File: src/rtl/fsm_io_pkg.sv
// rtl/fsm_io_pkg.sv - shared types and constants for the step-input conditioning stage
package fsm_io_pkg;

  typedef enum logic [1:0] {IDLE, STEP, ERR, WAIT_REL} step_state_t;

  localparam int   SW_W        = 4;
  localparam logic KEY_PRESSED = 1'b0;

  function automatic logic [2:0] sw_popcount(input logic [SW_W-1:0] v);
    logic [2:0] n;
    n = '0;
    for (int i = 0; i < SW_W; i++) begin
      n = n + {2'b00, v[i]};
    end
    return n;
  endfunction

endpackage

File: src/rtl/btn_debounce.sv
// rtl/btn_debounce.sv - level debouncer for the synchronised step button
module btn_debounce
  import fsm_io_pkg::*;
#(
  parameter int DB_CYCLES = 16
) (
  input  logic clk,
  input  logic reset,
  input  logic key_s,
  output logic press_rise,
  output logic rel
);

  localparam int             CW      = $clog2(DB_CYCLES);
  localparam logic [CW-1:0]  CNT_MAX = CW'(DB_CYCLES - 1);

  logic [CW-1:0] cnt_q, cnt_d;
  logic          level_q, level_d;
  logic          rise_q, rise_d;

  always_comb begin
    cnt_d   = cnt_q;
    level_d = level_q;
    rise_d  = 1'b0;
    if (key_s == level_q) begin
      cnt_d = '0;
    end else if (cnt_q == CNT_MAX) begin
      level_d = key_s;
      cnt_d   = '0;
      rise_d  = (key_s == KEY_PRESSED);
    end else begin
      cnt_d = cnt_q + CW'(1);
    end
  end

  // Level starts PRESSED so a button held through reset never looks like a fresh press.
  always_ff @(posedge clk or negedge reset) begin
    if (!reset) begin
      cnt_q   <= '0;
      level_q <= KEY_PRESSED;
      rise_q  <= 1'b0;
    end else begin
      cnt_q   <= cnt_d;
      level_q <= level_d;
      rise_q  <= rise_d;
    end
  end

  assign press_rise = rise_q;
  assign rel        = (level_q != KEY_PRESSED);

endmodule

File: src/rtl/switch_step_ctrl.sv
// rtl/switch_step_ctrl.sv - synchronises button/switches and issues validated single-cycle steps
module switch_step_ctrl
  import fsm_io_pkg::*;
#(
  parameter int SYNC_STAGES = 2,
  parameter int DB_CYCLES   = 16,
  parameter int CNT_W       = 8
) (
  input  logic             clk,
  input  logic             reset,
  input  logic             key_n,
  input  logic [SW_W-1:0]  sw_raw,
  output logic             step,
  output logic [SW_W-1:0]  sw_q,
  output logic             err_multi,
  output logic             busy,
  output logic [CNT_W-1:0] step_cnt
);

  logic [SYNC_STAGES-1:0] key_sync_q;
  logic [SW_W-1:0]        sw_sync_q [SYNC_STAGES];
  logic                   key_s;
  logic [SW_W-1:0]        sw_s;

  always_ff @(posedge clk or negedge reset) begin
    if (!reset) begin
      key_sync_q <= '1;
      for (int i = 0; i < SYNC_STAGES; i++) begin
        sw_sync_q[i] <= '0;
      end
    end else begin
      key_sync_q <= {key_sync_q[SYNC_STAGES-2:0], key_n};
      sw_sync_q[0] <= sw_raw;
      for (int i = 1; i < SYNC_STAGES; i++) begin
        sw_sync_q[i] <= sw_sync_q[i-1];
      end
    end
  end

  assign key_s = key_sync_q[SYNC_STAGES-1];
  assign sw_s  = sw_sync_q[SYNC_STAGES-1];

  logic press_rise;
  logic rel;

  btn_debounce #(
    .DB_CYCLES (DB_CYCLES)
  ) u_debounce (
    .clk        (clk),
    .reset      (reset),
    .key_s      (key_s),
    .press_rise (press_rise),
    .rel        (rel)
  );

  step_state_t      state_q, state_d;
  logic [SW_W-1:0]  sw_hold_q, sw_hold_d;
  logic [CNT_W-1:0] cnt_q, cnt_d;

  always_comb begin
    state_d   = state_q;
    sw_hold_d = sw_hold_q;
    cnt_d     = cnt_q;
    case (state_q)
      IDLE: begin
        if (press_rise) begin
          if (sw_popcount(sw_s) <= 3'd1) begin
            state_d   = STEP;
            sw_hold_d = sw_s;
            cnt_d     = cnt_q + CNT_W'(1);
          end else begin
            state_d = ERR;
          end
        end
      end
      STEP:     state_d = WAIT_REL;
      ERR:      state_d = WAIT_REL;
      WAIT_REL: if (rel) state_d = IDLE;
      default:  state_d = WAIT_REL;
    endcase
  end

  always_ff @(posedge clk or negedge reset) begin
    if (!reset) begin
      state_q   <= WAIT_REL;
      sw_hold_q <= '0;
      cnt_q     <= '0;
    end else begin
      state_q   <= state_d;
      sw_hold_q <= sw_hold_d;
      cnt_q     <= cnt_d;
    end
  end

  // Strobes decode directly from the state register, so they are glitch-free and mutually exclusive.
  assign step      = (state_q == STEP);
  assign err_multi = (state_q == ERR);
  assign busy      = (state_q != IDLE);
  assign sw_q      = sw_hold_q;
  assign step_cnt  = cnt_q;

endmodule
File: config.mk
export PLATFORM = sky130hd
export DESIGN_NAME = switch_step_ctrl
export DESIGN_NICKNAME = d
export VERILOG_FILES = /design/src/rtl/fsm_io_pkg.sv /design/src/rtl/btn_debounce.sv /design/src/rtl/switch_step_ctrl.sv
export SDC_FILE = /design/constraint.sdc
export NUM_CORES = 1
export LEC_CHECK = 0
export ABC_AREA = 1
export ABC_CLOCK_PERIOD_IN_PS = 4000
export BUFFER_PORTS_ARGS = -buffer_cell sky130_fd_sc_hd__buf_2
export CORE_MARGIN = 2
export CORE_UTILIZATION = 50
export CTS_CLUSTER_DIAMETER = 40
export CTS_CLUSTER_SIZE = 24
export DETAILED_ROUTE_END_ITERATION = 10
export PLACE_DENSITY = 0.81
export SETUP_SLACK_MARGIN = 0.1
export SLEW_MARGIN = 15
export SYNTH_ARGS = -nofsm -noshare
export SYNTH_HDL_FRONTEND = slang
export SYNTH_SLANG_ARGS = --single-unit
File: constraint.sdc
create_clock -name clk -period 4 [get_ports clk]
set_clock_uncertainty 0.2 [all_clocks]
set_input_delay 0.6 -clock clk [delete_from_list [all_inputs] [get_ports clk]]
set_output_delay 0.6 -clock clk [all_outputs]
set_load 0.03 [all_outputs]
==> results.py <==
metrics = {
    "status": {
        "status": "complete, no violations",
    },
    "timing": {
        "max_freq_mhz": 438,
        "timing.final.hold_violations": 0,
        "tightest_slew_ns": 0.633,
        "drv_slew": 0,
        "final.setup.tns_ns": 0,
        "period_minus_slack_ns": 2.28,
        "min_period_over_period_pct": 57.1,
        "setup_viol": 0,
        "relSlewSlack_pct": 57.8,
        "rsz0062_at_grt": "false",
    },
    "detailed_routing": {
        "drc": 0,
        "first_pass_iters": 4,
        "drt_iter0_drc": 24,
        "postRouteAntennaNets": 0,
        "wl_per_cell_um": 11.4,
        "vias": 924,
        "wl_um": 2140,
        "via_per_inst": 4.91,
    },
    "critical_path": {
        "reg2reg_from": "sw_s[0]",
        "r2r_cells": 9,
        "cp.required_ns": 3.20,
        "crit_chain": "inv_1 -> ha_1 -> inv_1 -> buf_2",
        "worstPathArrival_ns": 1.48,
        "r2r_setup_slack_ns": 1.99,
        "crit_top_cell": "inv_1",
        "critical_path.max_fanout": 4,
        "cp_slowest_cell": "dfstp_2",
        "criticalPathCategory": "reg2out",
        "startpoint": "state_q[0]",
        "slowest_delay_ns": 0.56,
        "cp-start-kind": "register",
        "reg2reg_to": "sw_q[3]",
        "end_kind": "output port",
    },
    "floorplanning": {
        "initial_core_util_pct": 53.0,
        "die_area_um2": 3080,
        "coreArea_um2": 2500,
        "num_rows": 18,
        "die_h_um": 55.5,
        "io_pins": 22,
        "die_x_um": 55.5,
    },
    "synthesis": {
        "synth_cells": 131,
        "ys_seq_area_share_pct": 57.0,
        "yosys_warnings": 0,
        "yosysTopAreaCell": "dfrtp_1",
        "ys_ff_latch": 30,
        "synth.area.top_cells": "dfrtp_1, nand2_1, dfstp_2, ha_1, inv_1",
        "synth.distinct_cells": 21,
        "avgSynthCellArea_um2": 10.1,
        "yosysTopAreaCellShare_pct": 49.1,
        "netlist_area_um2": 1330,
        "syn-num-nets": 146,
    },
    "global_routing": {
        "antenna_found_initial": 0,
        "grt_pass1_vias": 880,
        "grt_usage_pct": 16.2,
        "grt_max_degree": 31,
        "overflow": 0,
        "grt_pass1_wl_um": 3620,
    },
    "place": {
        "portBuffers": 21,
        "place_congestion": 0.815,
        "hpwl_um": 1510,
    },
    "clocking": {
        "cts_buffer_depth": 2,
        "insertion_delay_ns": 0.34,
        "htree_levels": 2,
        "cts-buffers-inserted": 5,
        "clk_pin_slew_worst_paths_ns": 0.10,
        "cts-resized-gates": 0,
        "post-cts-setup-buffers": 0,
        "cts_hold_buf": 0,
        "cts_tree": "built",
        "clockRootBuffer": "clkbuf_4",
        "cts.sinks": 30,
    },
    "final_layout": {
        "drive_gt1_share_pct": 27.8,
        "area_growth_pct": 13.9,
        "fill_cells": 213,
        "fin_nets": 172,
        "final_util_pct": 60.4,
        "antenna_cells": 0,
    },
    "power_and_ir_drop": {
        "power_density_nw_per_um2": 467,
        "ir_drop_mv": 0.352,
        "leakage_nw": 0.806,
    },
    "run": {
        "max_cap_viol_count": 0,
    },
    "worst_hold_path": {
        "hold_class": "in2async",
    },
}
[synth_stat cells]
library cell and count:
o21ai_2 4, nand3b_1 2, xor2_2 1, xor2_1 1, inv_1 17, xnor2_1 4, inv_2 1, ha_1 7
a21oi_1 1, nand2_1 36, o21ai_0 4, buf_6 2, dfrtp_1 26, fa_1 1, nor3_1 1, dfstp_2 4
nor2_4 1, nand3_1 6, nand2_2 3, or2_2 1, nor2_1 8
[how the worst max path moves through the flow]
stage / slack, ns / end
floorplan: 2.18 / busy
global placement: 2.05 / step_cnt[2]
detailed placement: 1.98 / step_cnt[2]
CTS: 1.69 / busy
global route: 1.64 / busy
finish: 1.72 / busy
[worst max-delay path, delay by kind of cell (launching register included)]
family | cells | cell delay [ns]
buf+inv | 3 | 0.33
flops | 1 | 0.56
fa+ha+maj | 1 | 0.26
[per-layer routing]
layer | track usage, % | up-vias | share of wire (%)
li1 | - | 449 | -
met1 | 16.3 | 441 | 38
met2 | 26.9 | 26 | 53
met3 | 5.15 | 8 | 5.3
met4 | 13.6 | 0 | 3.1
met5 | 0 | - | 0
[cells by family after synthesis]
| family | after synthesis | share of synthesized area (%) |
|---|---|---|
| and+or+nand+nor | 58 | 19.0 |
| DFF | 30 | 57.0 |
| buffers and inverters | 20 | 6.80 |
| AOI/OAI and AO/OA | 9 | 4.53 |
| adders and majority gates | 8 | 8.12 |
| xor gates and xnor gates | 6 | 4.53 |
[state kept, by name, summed over array words and instances (netlist names)]
name and count:
key_sync_q 2, state_q 2, step_cnt 8, sw_q 4, sw_s 4, sw_sync_q 4, u_debounce.cnt_q 4, u_debounce.press_rise 1
u_debounce.rel 1
[stage by stage]
step                      cell area (µm²)  power, mW  setup slack [ns]  hold WS [ns]  instances
after floorplan                      1330      0.472              2.18         0.104        131
after global routing                 1510      0.748              1.64         0.109        188
final                                1510      0.704              1.72        0.0653        188
after global placement               1450      0.506              2.05         0.132        180
after detailed placement             1450      0.515              1.98         0.136        180
after CTS                            1510      0.711              1.69        0.0796        188
[layout by cell type (no fill, tap or decap), types with 3 or more instances in the layout]
| cell type | Yosys | routed |
|---|---|---|
| inv_1 | 17 | 17 |
| o21ai_2 | 4 | 4 |
| nand2_1 | 36 | 36 |
| o21ai_0 | 4 | 4 |
| clkbuf_4 | 0 | 5 |
| nand3_1 | 6 | 6 |
| ha_1 | 7 | 7 |
| nor2_1 | 8 | 8 |
| nand2_2 | 3 | 3 |
| dfstp_2 | 4 | 4 |
| dfrtp_1 | 26 | 26 |
| buf_2 | 0 | 21 |
| xnor2_1 | 4 | 4 |
[final cells by class]
| cell class | count | area (µm²) | share of cell area [%] |
|---|---|---|---|
| Sequential cell | 30 | 756 | 50.1 |
| Multi-Input combinational cell | 81 | 479 | 31.8 |
| Timing Repair Buffer | 21 | 105 | 6.97 |
| Inverter | 18 | 67.6 | 4.48 |
| Clock buffer | 6 | 51.3 | 3.40 |
| Tap cell | 30 | 37.5 | 2.49 |
| Clock inverter | 2 | 12.5 | 0.829 |
[report_power, final]
group,switching (mW),internal (mW)
Sequential,0.0121,0.331
Clock,0.111,0.0843
Combinational,0.113,0.0520
No activity file was read; power rests on OpenSTA's default activity.
